==> src/rtl/asp_node_if.sv <==
// Host/network link bundle for asp_node.
// slave = endpoint view, master = host/network side.
interface asp_node_if #(
  parameter int data_size = 32,
  parameter int tag_size  = 8
);
  logic                          data_parity_ready_in;
  logic [data_size:0]            data_parity_in;
  logic                          network_data_ready_in;
  logic                          network_ACK_in;
  logic [data_size+tag_size-1:0] network_data_tag_in;
  logic                          parity_error_out;
  logic                          host_data_ready_out;
  logic [data_size-1:0]          host_data_out;
  logic                          network_data_ready_out;
  logic                          network_ACK_out;
  logic [data_size+tag_size-1:0] network_data_tag_out;

  modport slave (
    input  data_parity_ready_in, data_parity_in,
    input  network_data_ready_in, network_ACK_in,
    input  network_data_tag_in,
    output parity_error_out, host_data_ready_out,
    output host_data_out, network_data_ready_out,
    output network_ACK_out, network_data_tag_out
  );

  modport master (
    output data_parity_ready_in, data_parity_in,
    output network_data_ready_in, network_ACK_in,
    output network_data_tag_in,
    input  parity_error_out, host_data_ready_out,
    input  host_data_out, network_data_ready_out,
    input  network_ACK_out, network_data_tag_out
  );
endinterface

==> src/rtl/asp_node.sv <==
// Tagged link endpoint: parity-checked TX with ACK/retry,
// tag-filtered streaming RX. All outputs registered.
module asp_node #(
  parameter int                  data_size   = 32,
  parameter int                  tag_size    = 8,
  parameter logic [tag_size-1:0] tag_value   = 8'hAB,
  parameter int                  ack_timeout = 16,
  parameter int                  max_retry   = 3
) (
  input  logic      clk,
  input  logic      reset,
  asp_node_if.slave bus
);
  localparam int WW = data_size + tag_size;
  localparam int TW = $clog2(ack_timeout) + 1;
  localparam int RW = $clog2(max_retry + 1) + 1;

  typedef enum logic {TX_IDLE, TX_WAIT} tx_state_e;

  tx_state_e            state_q, state_d;
  logic [TW-1:0]        timer_q, timer_d;
  logic [RW-1:0]        retry_q, retry_d;
  logic [WW-1:0]        tx_word_q, tx_word_d;
  logic                 tx_rdy_q, tx_rdy_d;
  logic                 perr_q, perr_d;
  logic [data_size-1:0] host_q, host_d;
  logic                 host_rdy_q, host_rdy_d;
  logic                 rx_ack_q, rx_ack_d;

  // Next-state for the TX FSM and the stateless RX filter
  always_comb begin
    state_d    = state_q;
    timer_d    = timer_q;
    retry_d    = retry_q;
    tx_word_d  = tx_word_q;
    tx_rdy_d   = 1'b0;
    perr_d     = 1'b0;
    host_d     = host_q;
    host_rdy_d = 1'b0;
    rx_ack_d   = 1'b0;

    unique case (state_q)
      TX_IDLE: begin
        if (bus.data_parity_ready_in) begin
          if (^bus.data_parity_in) begin
            perr_d = 1'b1;
          end else begin
            tx_word_d = {bus.data_parity_in[data_size-1:0],
                         tag_value};
            tx_rdy_d  = 1'b1;
            timer_d   = '0;
            retry_d   = '0;
            state_d   = TX_WAIT;
          end
        end
      end
      TX_WAIT: begin
        if (bus.network_ACK_in) begin
          state_d = TX_IDLE;
        end else if (timer_q == TW'(ack_timeout - 1)) begin
          timer_d = '0;
          if (retry_q < RW'(max_retry)) begin
            tx_rdy_d = 1'b1;
            retry_d  = retry_q + RW'(1);
          end else begin
            state_d = TX_IDLE;
          end
        end else begin
          timer_d = timer_q + TW'(1);
        end
      end
      default: state_d = TX_IDLE;
    endcase

    if (bus.network_data_ready_in &&
        bus.network_data_tag_in[tag_size-1:0] == tag_value) begin
      host_d     = bus.network_data_tag_in[WW-1:tag_size];
      host_rdy_d = 1'b1;
      rx_ack_d   = 1'b1;
    end
  end

  // State and output registers, async active-low clear
  always_ff @(posedge clk or negedge reset) begin
    if (!reset) begin
      state_q    <= TX_IDLE;
      timer_q    <= '0;
      retry_q    <= '0;
      tx_word_q  <= '0;
      tx_rdy_q   <= 1'b0;
      perr_q     <= 1'b0;
      host_q     <= '0;
      host_rdy_q <= 1'b0;
      rx_ack_q   <= 1'b0;
    end else begin
      state_q    <= state_d;
      timer_q    <= timer_d;
      retry_q    <= retry_d;
      tx_word_q  <= tx_word_d;
      tx_rdy_q   <= tx_rdy_d;
      perr_q     <= perr_d;
      host_q     <= host_d;
      host_rdy_q <= host_rdy_d;
      rx_ack_q   <= rx_ack_d;
    end
  end

  assign bus.parity_error_out       = perr_q;
  assign bus.host_data_ready_out    = host_rdy_q;
  assign bus.host_data_out          = host_q;
  assign bus.network_data_ready_out = tx_rdy_q;
  assign bus.network_ACK_out        = rx_ack_q;
  assign bus.network_data_tag_out   = tx_word_q;
endmodule

==> src/flat_wrapper.sv <==
// flat-port wrapper written by rule: the top's interface ports become plain ports
module asp_node_flat 
#(
  parameter int                  data_size   = 32,
  parameter int                  tag_size    = 8,
  parameter logic [tag_size-1:0] tag_value   = 8'hAB,
  parameter int                  ack_timeout = 16,
  parameter int                  max_retry   = 3
)
  (clk, reset, bus_data_parity_ready_in, bus_data_parity_in, bus_network_data_ready_in, bus_network_ACK_in, bus_network_data_tag_in, bus_parity_error_out, bus_host_data_ready_out, bus_host_data_out, bus_network_data_ready_out, bus_network_ACK_out, bus_network_data_tag_out);
  asp_node_if #(.data_size(data_size), .tag_size(tag_size)) bus_i ();
  input  logic clk;
  input  logic reset;
  input wire logic [$bits(bus_i.data_parity_ready_in)-1:0] bus_data_parity_ready_in;
  input wire logic [$bits(bus_i.data_parity_in)-1:0] bus_data_parity_in;
  input wire logic [$bits(bus_i.network_data_ready_in)-1:0] bus_network_data_ready_in;
  input wire logic [$bits(bus_i.network_ACK_in)-1:0] bus_network_ACK_in;
  input wire logic [$bits(bus_i.network_data_tag_in)-1:0] bus_network_data_tag_in;
  output wire logic [$bits(bus_i.parity_error_out)-1:0] bus_parity_error_out;
  output wire logic [$bits(bus_i.host_data_ready_out)-1:0] bus_host_data_ready_out;
  output wire logic [$bits(bus_i.host_data_out)-1:0] bus_host_data_out;
  output wire logic [$bits(bus_i.network_data_ready_out)-1:0] bus_network_data_ready_out;
  output wire logic [$bits(bus_i.network_ACK_out)-1:0] bus_network_ACK_out;
  output wire logic [$bits(bus_i.network_data_tag_out)-1:0] bus_network_data_tag_out;
  assign bus_i.data_parity_ready_in = bus_data_parity_ready_in;
  assign bus_i.data_parity_in = bus_data_parity_in;
  assign bus_i.network_data_ready_in = bus_network_data_ready_in;
  assign bus_i.network_ACK_in = bus_network_ACK_in;
  assign bus_i.network_data_tag_in = bus_network_data_tag_in;
  assign bus_parity_error_out = bus_i.parity_error_out;
  assign bus_host_data_ready_out = bus_i.host_data_ready_out;
  assign bus_host_data_out = bus_i.host_data_out;
  assign bus_network_data_ready_out = bus_i.network_data_ready_out;
  assign bus_network_ACK_out = bus_i.network_ACK_out;
  assign bus_network_data_tag_out = bus_i.network_data_tag_out;
  asp_node #(.data_size(data_size), .tag_size(tag_size), .tag_value(tag_value), .ack_timeout(ack_timeout), .max_retry(max_retry)) u_core (.clk(clk), .reset(reset), .bus(bus_i));
endmodule
==> config.mk <==
export PLATFORM = sky130hd
export DESIGN_NAME = asp_node_flat
export DESIGN_NICKNAME = d
export VERILOG_FILES = /design/src/rtl/asp_node_if.sv /design/src/rtl/asp_node.sv /design/src/flat_wrapper.sv
export SDC_FILE = /design/constraint.sdc
export NUM_CORES = 1
export LEC_CHECK = 0
export BUFFER_PORTS_ARGS = -buffer_cell sky130_fd_sc_hd__buf_4
export CAP_MARGIN = 20
export CORE_MARGIN = 3
export CORE_UTILIZATION = 30
export CTS_CLUSTER_DIAMETER = 60
export DETAILED_ROUTE_END_ITERATION = 16
export HOLD_SLACK_MARGIN = 0.02
export PLACE_DENSITY = 0.65
export SETUP_SLACK_MARGIN = 0.1
export SLEW_MARGIN = 5
export SYNTH_ARGS = -nofsm -noshare
export SYNTH_HDL_FRONTEND = slang
export SYNTH_SLANG_ARGS = --single-unit
==> constraint.sdc <==
create_clock -name clk -period 3.67 [get_ports clk]
set_input_delay 0.734 -clock clk [delete_from_list [all_inputs] [get_ports clk]]
set_output_delay 0.734 -clock clk [all_outputs]
set_load 0.02 [all_outputs]
# After elaboration in Yosys (flattened, before gate mapping)
# Index checks and enable logic that the tools add are counted.
# word_totals
register_bits	81
input_bits	78
word_cells	49
# op_classes
n_addsub	2
n_lt_le_gt_ge	1
eq_ne	7
n_mux	24
bitwise	2
n_reduce_logical	5
# ops
operator	n
$reduce_xor A33 Y1	1
$mux W5	4
$mux W3	5
$mux W1	11
$ne A2 B2 Y1 const B	5
$pmux W5 S2	1
$eq A8 B8 Y1 const B	1
$pmux W3 S2	1
$reduce_and A3 Y1	2
$add A5 B1 Y5 const B	1
$eq A5 B4 Y1 const B	1
$reduce_and A5 Y1	1
$pmux W1 S2	2
$add A3 B1 Y3 const B	1
$lt A3 B2 Y1 const B	1
$not A1 Y1	2
$logic_and A1 B1 Y1	1

# Logic depth before layout (Yosys ltp)
# depth
word_depth	5
ltp_mapped	7

# Least setup slack after synthesis
# OpenSTA, ideal clock, no wires.
# synth_timing
path_type	input port to flip-flop
startpoint	input port bus_data_parity_in[29]
endpoint	register u_core.tx_word_q[24], in the netlist u_core.bus.network_data_tag_out[24]
setup_ps	125
t_arrival_ps	2403
required_time_ps	3545
slack_ps	1143
cell_stages	7
cell_sequence	xnor2_1 > xnor2_1 > xnor2_1 > xnor3_2 > mux2i_4 > buf_6 > mux2_2
# synth_via
elab_chain_cells	3
# synth_lines
element	line	source
start, declared	flat_wrapper.sv:15	input wire logic [$bits(bus_i.data_parity_in)-1:0] bus_data_parity_in;
$reduce_xor A33 Y1	asp_node.sv:45	if (^bus.data_parity_in) begin
$not A1 Y1 (no line)	n/a	
$reduce_and A3 Y1 (no line)	n/a	
end signal, assigned	asp_node.sv:99	tx_word_q <= tx_word_d;
end, declared	asp_node.sv:23	logic [WW-1:0] tx_word_q, tx_word_d;
# Every way passes these cells.
# A chain may end at the register's enable or synchronous reset.

# Final worst setup path
# layout_timing
startpoint	input port bus_data_parity_in[25]
endpoint	register u_core.tx_word_q[12], in the netlist u_core.bus.network_data_tag_out[12]
# Same word-level chain as after synthesis.

==> impl_metrics.yaml <==
run_status:
  status: "complete, no violations"
placed_design:
  gp_congestion: 0.699
  dp_hpwl_um: 5840
  port_buffers: 150
die:
  ios: 154
  die_w_um: 112
  initial_core_util: 0.316
  coreArea_um2: 10600
  rows: 37
  dieArea_um2: 12500
  die_y_um: 112
sta:
  final-max-slew-violation-count: 0
  finalSetupViolations: 0
  period_needed_ns: 2.62
  final.setup.tns_ns: 0
  fin_skew_ns: 0.00658
  max_freq_mhz: 382
  tightest_slew_ns: 0.966
  rsz0062_at_grt: "false"
  hold_violations: 0
  timing.final.crit_share: 0.713
  slew_headroom: 0.356
grt:
  grt_pass1_vias: 2476
  grtUsageTotal: 0.124
  globalRouteOverflowTotal: 0
  grt_max_degree: 78
  antenna_found_initial: 0
  grt_pass1_wl_um: 12300
synthesis:
  yosysMostFrequentCell: "dfrtp_1"
  synthArstFlopShare: 1.00
  ys_top_cells_by_count: "dfrtp_1 (77), mux2_2 (62), xnor2_1 (26)"
  avgSynthCellArea_um2: 14.5
  synthTopCellsByArea: "dfrtp_1 (58%), mux2_2 (21%), xnor2_1 (6.8%), buf_4 (1.8%), buf_6 (1.3%)"
  synthCells: 231
  synth_area_um2: 3350
  synth_top_area_share: 0.575
  ys_types: 28
  synthFlopType: "dfrtp_1"
  ys_seq_elements: 77
  yosysWarningCount: 0
  ys_seq_area_frac: 0.575
  post-synth-top-area-cell: "dfrtp_1"
  synth_edf_count: 0
clock_network:
  cts_root_buf: "clkbuf_8"
  cts.clk_slew.worst_paths_ns: 0.08
  numCtsBuffers: 9
  cts_tree: "done"
  cts.sinks: 77
  clockBufferDepth: 2
  cts.hold.buffers_added: 0
  clkLatencyLatePin_ns: 0.34
  cts_setup_buffers: 0
  cts.repair.resized: 0
  cts_max_level: 3
drt:
  wl_um: 7620
  dr.pass1.iters: 4
  drcViolationCount: 0
  wl_per_cell_um: 14.6
  via_per_inst: 4.43
  drt-initial-drc-count: 55
  ant_nets: 0
  dr_total_vias: 2307
cells_and_area:
  antenna_cells: 0
  fin_nets: 460
  areaGrowthSynthToFinish_pct: 42.0
  postLayoutCoreUtil: 0.449
  fill_cells: 983
  drive_above_1_share: 0.603
flow_run:
  maxCapViolCount: 0
worst_setup_path:
  slowest_delay_ns: 0.51
  reg2regPathDepth: 5
  critPathTopFamily: "XOR/XNOR gates"
  crit_slowest_cell: "xnor3_2"
  arrival_ns: 2.84
  critPathMaxFanout: 36
  worst-path-stages: 8
  end_kind: "register"
  rrSetupSlack_ns: 1.97
  worstPathRequired_ns: 3.89
  worst-path-buf-inv: 2
  path_class: "primary input to register"
  start_kind: "primary input"
  cpMostUsedCell: "xnor2_1"
  path_cells: "buf_4, xnor2_1, xnor2_1, xnor2_1, xnor3_2, mux2i_4, buf_12, mux2_2"
worst_hold_path:
  hold_depth: 1
  hold_path.class: "register to register"
power_and_ir_drop:
  power.density_nw_per_um2: 677
  power_leakage_nw: 2.35
  irDropWorstVdd_mv: 0.305
placed cells by master (no fill, tap or decap), drive strengths merged, types with 4 or more instances in the layout:
cell type  Yosys  routed
dfrtp         77      77
clkbuf         3      12
xnor2         26      26
nand2b         5       5
buf           13     152
nand3          5       5
nor2           4       4
o21ai          4       4
mux2          65      65
nand2          6       6
layout make-up:
class,count,area (um^2),share of cell area
sequential,77,1930,0.405
timing repair buffer,152,1150,0.242
tap,136,170,0.0358
clock inverter,4,47.5,0.00999
multi-input combinational,140,1320,0.277
clock buffer,12,145,0.0305
per-layer routing:
layer	track usage	share of wire
met5	0	0
met4	0.0446	0.014
met3	0.0451	0.078
met2	0.212	0.52
met1	0.142	0.39
power by group:
group / switching (mW) / internal, mW
registers: 0.128 / 1.08
clock network: 0.297 / 0.331
logic: 0.656 / 0.724
path summary, 6_finish.rpt:
kind,start,to
hold reg to reg,u_core.bus.network_data_tag_out[30],u_core.bus.network_data_tag_out[30]
setup reg to reg,u_core.state_q,u_core.bus.network_data_tag_out[12]
setup / recovery,bus_data_parity_in[25],u_core.bus.network_data_tag_out[12]
min in group asynchronous,reset,u_core.bus.host_data_out[3]
max in group asynchronous,reset,u_core.bus.network_data_ready_out
hold / removal,u_core.bus.network_data_tag_out[30],u_core.bus.network_data_tag_out[30]
through the flow:
stage | instance area (um^2) | hold slack (ns) | std cells | power (mW) | setup WS, ns
2_1_floorplan | 3360 | 0.438 | 233 | 2.12 | 1.14
3_3_place_gp | 4570 | 0.479 | 505 | 2.62 | 0.659
3_5_place_dp | 4570 | 0.483 | 505 | 2.64 | 0.639
4_1_cts | 4760 | 0.502 | 521 | 3.29 | 1.01
5_1_grt | 4760 | 0.516 | 521 | 3.43 | 0.941
6_report | 4760 | 0.495 | 521 | 3.22 | 1.05
state kept, by name, summed over array words and instances (netlist names):
name / cells
u_core.retry_q: 3
u_core.timer_q: 5
u_core.bus.host_data_out: 32
u_core.bus.network_data_tag_out: 33
u_core.bus.network_data_ready_out: 1
u_core.bus.host_data_ready_out: 1
u_core.bus.parity_error_out: 1
u_core.state_q: 1
logic make-up (layout without fill, tap and decap cells):
kind of cell,Yosys count,after routing,share of synthesized area
flops,77,77,0.575
mux,67,67,0.228
xor+xnor,31,31,0.0896
simple gates,27,27,0.0411
buf+inv,16,168,0.0358
compound gates,10,10,0.0217
fa+ha+maj,2,2,0.00747
other cells,1,3,0.00112
worst register-to-register path: cells and delay by family, from the launching register on:
kind / cells / cell delay [ns]
and+or+nand+nor: 2 / 0.29
DFF: 1 / 0.39
muxes: 2 / 0.65
buffers and inverters: 1 / 0.25
Power figures use the tool's default switching activity.
